**src/rtl/mux_sched_pkg.sv**
```systemverilog
// Shared types for the 8:1 mux round-robin scheduler.
// State encoding, source count and select type.
package mux_sched_pkg;

  localparam int N_SRC = 8;
  localparam int SEL_W = 3;

  typedef logic [SEL_W-1:0] sel_t;

  typedef enum logic [1:0] {
    IDLE,
    SETTLE,
    CAPTURE,
    HOLD
  } sched_state_e;

endpackage

```
**src/rtl/mux_rr_pick.sv**
```systemverilog
// Wrap-around priority search over the request vector.
// Fixed mode searches from index 0, round-robin from ptr.
module rr_pick
  import mux_sched_pkg::*;
(
  input  logic [N_SRC-1:0] req,
  input  sel_t             ptr,
  input  logic             prio_mode,
  output sel_t             idx,
  output logic             any
);

  // first set bit at or after the search base, wrapping
  always_comb begin
    sel_t base;
    sel_t k;
    logic found;
    idx   = '0;
    any   = |req;
    found = 1'b0;
    base  = prio_mode ? sel_t'(0) : ptr;
    k     = '0;
    for (int i = 0; i < N_SRC; i++) begin
      k = base + sel_t'(i);
      if (!found && req[k]) begin
        idx   = k;
        found = 1'b1;
      end
    end
  end

endmodule

```
**src/rtl/mux_rr_scheduler.sv**
```systemverilog
// Shares one 8:1 bit mux among 8 requesters.
// Grant, settle, capture, then hold for a valid/ready consumer.
module mux_rr_scheduler
  import mux_sched_pkg::*;
#(
  parameter int SETTLE_CYC = 1
) (
  input  logic             clk,
  input  logic             rst_n,
  input  logic             en_in,
  input  logic             prio_mode_in,
  input  logic [N_SRC-1:0] req_in,
  input  logic             mux_out_in,
  output sel_t             selection_out,
  output logic [N_SRC-1:0] gnt_out,
  output logic             sample_valid,
  output logic             sample_data,
  output sel_t             sample_src,
  input  logic             out_ready_in
);

  sched_state_e state;
  sel_t         rr_ptr;
  logic [1:0]   cnt;
  sel_t         pick_idx;
  logic         pick_any;

  rr_pick u_pick (
    .req       (req_in),
    .ptr       (rr_ptr),
    .prio_mode (prio_mode_in),
    .idx       (pick_idx),
    .any       (pick_any)
  );

  // scheduler FSM; selection_out doubles as the current grant index
  always_ff @(posedge clk or negedge rst_n) begin
    if (!rst_n) begin
      state         <= IDLE;
      rr_ptr        <= '0;
      cnt           <= '0;
      selection_out <= '0;
      gnt_out       <= '0;
      sample_valid  <= 1'b0;
      sample_data   <= 1'b0;
      sample_src    <= '0;
    end else begin
      unique case (state)
        IDLE: begin
          if (en_in && pick_any) begin
            selection_out <= pick_idx;
            gnt_out       <= N_SRC'(1) << pick_idx;
            cnt           <= 2'(SETTLE_CYC - 1);
            state         <= SETTLE;
          end
        end
        SETTLE: begin
          if (cnt != 2'd0) cnt <= cnt - 2'd1;
          else             state <= CAPTURE;
        end
        CAPTURE: begin
          sample_data  <= mux_out_in;
          sample_src   <= selection_out;
          sample_valid <= 1'b1;
          state        <= HOLD;
        end
        HOLD: begin
          if (out_ready_in) begin
            sample_valid <= 1'b0;
            gnt_out      <= '0;
            rr_ptr       <= selection_out + sel_t'(1);
            state        <= IDLE;
          end
        end
        default: state <= IDLE;
      endcase
    end
  end

endmodule

```
**config.mk**
```make
export PLATFORM = sky130hd
export DESIGN_NAME = mux_rr_scheduler
export DESIGN_NICKNAME = d
export VERILOG_FILES = /design/src/rtl/mux_sched_pkg.sv /design/src/rtl/mux_rr_pick.sv /design/src/rtl/mux_rr_scheduler.sv
export SDC_FILE = /design/constraint.sdc
export NUM_CORES = 1
export LEC_CHECK = 0
export ABC_AREA = 1
export ABC_CLOCK_PERIOD_IN_PS = 2870
export CAP_MARGIN = 10
export CORE_MARGIN = 5
export CORE_UTILIZATION = 50
export DETAILED_ROUTE_END_ITERATION = 7
export PLACE_DENSITY = 0.73
export SLEW_MARGIN = 20
export SYNTH_ARGS = -nofsm -noshare
export SYNTH_HDL_FRONTEND = slang
export SYNTH_SLANG_ARGS = --single-unit
export TNS_END_PERCENT = 50
```
**constraint.sdc**
```tcl
create_clock -name clk -period 2.87 [get_ports clk]
set_clock_uncertainty 0.15 [all_clocks]
set_input_delay 0.574 -clock clk [delete_from_list [all_inputs] [get_ports clk]]
set_output_delay 0.574 -clock clk [all_outputs]
set_load 0.05 [all_outputs]
```
# == Word level (Yosys, flattened, before mapping) ==
# Index checks and enable logic that the tools add are counted.
# W data, S select, Z words.
# word_totals
memories,0
mem_bits_ro,0
out_inout_bits,16
wordCells,104
ramBits,0
latchBits,0
inputBits,14
regBits,23
# op_classes
shifts,1
n_eq_ne,7
muxes,44
magnitude_cmp,8
div_mod_pow,0
mul,0
n_addsub,9
n_reduce_logical,27
bitwise_logic,0
# ops
operator,n
$lt A3 B4 Y1 const B,8
$mux W3,9
$bmux W1 S3,8
$mux W1,16
$mux W8,2
$pmux W8 S2,1
$add A3 B3 Y3 const B,4
$mux W2,5
$reduce_and A3 Y1,3
$logic_and A1 B1 Y1,8
$ne A2 B2 Y1 const B,4
$pmux W2 S4,1
$reduce_bool A2 Y1,4
$reduce_or A8 Y1,1
$shl A1 B3 Y8 const A,1
$logic_not A1 Y1,7
$add A3 B1 Y3 const B,2
$add A3 B2 Y3 const B,2
$reduce_and A2 Y1,3
$eq A2 B2 Y1 const B,2
$pmux W2 S2,1
$eq A2 B1 Y1 const B,1
$logic_not A2 Y1,1
$pmux W1 S2,1
$sub A2 B1 Y2 const B,1

# == Depth between registers and ports, before layout ==
# depth
depth_word,28
depth_mapped,20
ltp_nobuf,19

# == Modules after synthesis ==
# Synthesis repeated with hierarchy kept, for this count alone.
# unflattened
cells_unflattened,287
hier_area_um2,1901.8
# modules_own_cells
mod,area_per_inst_um2,cells_per_inst,n_inst
mux_rr_scheduler,1168.6,144,1
rr_pick,733.2,143,1

# == Least setup slack after synthesis ==
# OpenSTA, ideal clock, no wires.
# synth_timing
path_type,input -> register
start,input port prio_mode_in
end,register gnt_out[4]
arrival_ns,2.447
setup_time_ns,0.076
slack_ns,0.197
stages,17
n_path_buf,1
required_time_ns,2.644
cell_sequence,inv_2 -> nand2_1 -> buf_4 -> ha_1 -> inv_1 -> nand3_1 -> nand2_1 -> nand2_2 -> nand2_4 -> nand2_2 -> nor2_4 -> nand3_2 -> nor2_4 -> nand4_1 -> nand2_2 -> nand3_4 -> o21bai_2
# synth_via
elab_chain_len,28
word_cells_on_any_way,56
# synth_lines
element,line_no,text
start: declaration,mux_rr_scheduler.sv:11,"input logic prio_mode_in,"
$mux W3 (*),mux_rr_pick.sv:21,base = prio_mode ? sel_t'(0) : ptr;
"parallel branches: the longest is 23 deep, another holds $add A3 B1 Y3",--,
$mux W3 (*),mux_rr_pick.sv:25,if (!found && req[k]) begin
$shl A1 B3 Y8 (*),mux_rr_scheduler.sv:52,gnt_out <= N_SRC'(1) << pick_idx;
$mux W8 (*),mux_rr_scheduler.sv:50,if (en_in && pick_any) begin
$pmux W8 S2 (*),mux_rr_scheduler.sv:48,unique case (state)
end signal: assignment,mux_rr_scheduler.sv:52,
end: declaration,mux_rr_scheduler.sv:15,"output logic [N_SRC-1:0] gnt_out,"
# Mark *: on every way between the ends. The select of a mux whose other input is x is not followed.
# A chain may end at the register's enable or synchronous reset.

# == Worst setup path in the final report ==
# layout_timing
start,register rr_ptr[0]
end,register selection_out[1]
# layout_via
elab_chain_len,25
word_cells_on_any_way,53
# layout_lines
element,line_no,text
start: declaration,mux_rr_scheduler.sv:23,sel_t rr_ptr;
start signal: assignment,mux_rr_scheduler.sv:71,rr_ptr <= selection_out + sel_t'(1);
$mux W3 (*),mux_rr_pick.sv:21,
"parallel branches: the longest is 23 deep, another holds $add A3 B1 Y3",--,
$mux W3 (*),mux_rr_pick.sv:25,
end signal: assignment,mux_rr_scheduler.sv:51,selection_out <= pick_idx;
end: declaration,mux_rr_scheduler.sv:14,"output sel_t selection_out,"
# Marks and branches as above.

==> summary.md <==
| Metric | Value |
|---|---|
| Synthesized area per cell | 7.00 um2 |
| GRT overflow | 0 |
| CP Data Arrival Time | between 2 and 3 ns |
| Nets | ~360 |
| Power per cell area | about 1200 nW/um2 |
| Min Tclk post-route | 2.58 ns |
| Static Leak | ~1.3 nW |
| Setup crit start kind | register |
| # diodes | 0 |
| Yosys cell types | 28 |
| Final wirelength | about 5.1 mm |
| Maximum vdd ir drop | ~0.87 mV |
| Initial Utilization | around 51% |
| Largest net degree at the start of global routing | 24 |
| Clock Root Buffer | clkbuf_8 |
| Max_slew headroom | between 60% and 70% |
| Worst-Margin Slew | around 0.53 ns |
| IO Pins | 30 |
| Cell count after synthesis | 286 |
| Status | complete, no violations |
| WL per Instance | ~13 um |
| Final hold vios | 0 |
| Most common cell after layout, fill and taps aside | nand2_1 |
| Commonest non-fill, non-tap cells in the layout | 67 x nand2_1, 47 x nand3_1, 29 x inv_1 |
| CTS tree | built |
| Final setup vio count | 0 |
| Synthesized net count | 308 |
| Vias in the first global route | a little under 2,000 |
| Post-synthesis cell area | 2000 um2 |
| Area growth, synth to finish | 31.4% |
| Final Max Tran Viols | 0 |
| Total track usage | about a fifth |
| Synth warn | 0 |
| # hold bufs at CTS | 0 |
| DRT iter0 DRCs | between 150 and 200 |
| CTS clk-pin slew, worst paths | about 0.080 ns |
| Die ar. | between 5000 and 6000 um2 |
| Post-route ant nets | 0 |
| Core Area | ~4000 um2 |
| # DRC | 0 |
| Fin Setup TNS | 0 ns |
| RSZ-0062 raised after global routing | no |
| Fmax | between 300 and 400 MHz |
| DR vias/cell | between 5 and 6 |
| Worst Path Max Fanout | 8 |
| CP endpoint kind | register |
| Final Wtd Congestion | ~0.97 |
| Crit Path Category | reg2reg |
| Cell row count | 23 |
| H-Tree Depth | 1 |
| Die height | between 70 and 80 um |
| Sequential share of the synthesized area | 28.7% |
| First-pass GRT wire length | ~8.5 mm |
| Count of TritonRoute iterations in the first routing pass | 4 |
| Die W | approximately 73 um |
| Fin crit share | between 80% and 90% |
| Post-detail-place hpwl | around 4 mm |
| Clock sink total | 23 |
| Fraction of layout cells with a size suffix above 1 | 25.8% |
| CTS Buf Count | 3 |
| CP Data Required Time | 2.88 ns |
| Worst Hold Class | reg2reg |
| Clock Path Buffers | 2 |
| Max Cap Violations | 0 |
| Overall Power | ~3.1 mW |
| Initial antenna violation count | 0 |
| Yosys reg bits | 23 |
| Later-pin clock latency in the skew report | between 0.2 and 0.3 ns |
| Vias | slightly above 2,000 |
| IO Port Bufs | 29 |
state kept, by name (all words and copies together) (netlist names):
signal and count:
state 2, gnt_out 8, sample_src 3, sample_data 1, cnt 2, selection_out 3, sample_valid 1, rr_ptr 3
synthesized netlist by cell type:
cell	number	share of area, %
ha_1	8	5.0
buf_4	1	0.37
nand3_1	48	12
buf_6	3	1.7
nand2_4	3	1.7
xnor2_1	2	0.87
a21oi_1	9	2.2
nand2_2	9	2.8
o21ai_1	1	0.25
inv_2	9	1.7
a21oi_2	1	0.44
nand3b_2	1	0.56
o21ai_2	1	0.44
o21a_1	1	0.37
o21bai_2	5	2.8
nand4_1	9	2.8
nand2_1	73	14
nor2_4	5	2.8
inv_1	30	5.6
o21ai_0	11	2.7
nor2_2	3	0.94
nand3_4	1	0.87
nand3_2	7	3.5
mux2_2	2	1.1
dfrtp_1	23	29
nor2_1	18	3.4
o31ai_1	1	0.37
clkbuf_1	1	0.19
timing repair:
item | CTS | global route
pin swaps | 0 | 7
resized for setup | 1 | 16
buffers inserted | 0 | 5
hold endpoints to repair | 0 | 0
gates cloned | 0 | 0
endpoints found under the setup margin | 2 | 11
logic make-up (layout without fill, tap and decap cells):
kind of cell | after synthesis | count (layout) | synth area share [%]
compound gates | 30 | 30 | 9.68
buf+inv | 44 | 99 | 9.56
xor+xnor | 2 | 2 | 0.875
mux | 2 | 2 | 1.12
fa+ha+maj | 8 | 8 | 5.00
flops | 23 | 23 | 28.7
simple gates | 177 | 177 | 45.0
critical path, cell delays in order (launching register included):
cell and delay, ns:
dfrtp_1 0.51, buf_4 0.23, inv_1 0.07, nor2_1 0.13
nand2_1 0.08, nand3_1 0.11, nand2_1 0.09, nand2_2 0.10
nand2_4 0.08, nand2_2 0.09, nor2_4 0.05, nand3_1 0.06
nand3_1 0.10, nor2_2 0.16, nand3_2 0.09, nor2_4 0.19
nand2_1 0.08, o21a_1 0.10
through the flow:
stage	cells	instance area (um2)	util, %	hold WS [ns]	worst slack, ns
finish	391	2630	66.7	0.333	0.290
global route	391	2630	66.7	0.370	0.0457
CTS	386	2530	64.1	0.339	0.00769
detailed placement	382	2480	62.8	0.320	-0.284
global placement	382	2480	62.8	0.313	-0.219
floorplan	286	2000	-	0.128	0.197
final cells by class:
cell class                 instances  area (um2)
tap                               50        62.6
inverter                          39         146
multi-input combinational        219        1290
sequential                        23         576
fill                             328        1310
clock buffer                       3        41.3
timing repair buffer              56         507
clock inverter                     1        5.00
where the power goes:
part	internal, mW	switching, mW	total [mW]
clock network	0.0969	0.104	0.201
registers	0.468	0.121	0.589
logic	0.848	1.49	2.34
path summary, 6_finish.rpt:
path	to	slack (ns)	from	cells after the start
min in group asynchronous	cnt[1]	0.50	rst_n	2
max in group asynchronous	selection_out[0]	1.84	rst_n	2
max reg2reg	selection_out[1]	0.29	rr_ptr[0]	17
max	selection_out[1]	0.29	rr_ptr[0]	17
min	cnt[1]	0.33	cnt[1]	2
min reg2reg	cnt[1]	0.33	cnt[1]	2
routing by layer:
layer,part of all wire [%],vias up,track usage (%)
met3,5.9,8,2.19
met5,0,-,0
met4,1.4,0,5.84
met1,42,964,25.4
met2,50,59,34.6
li1,-,1046,-
(Power assumes the default switching activity.)
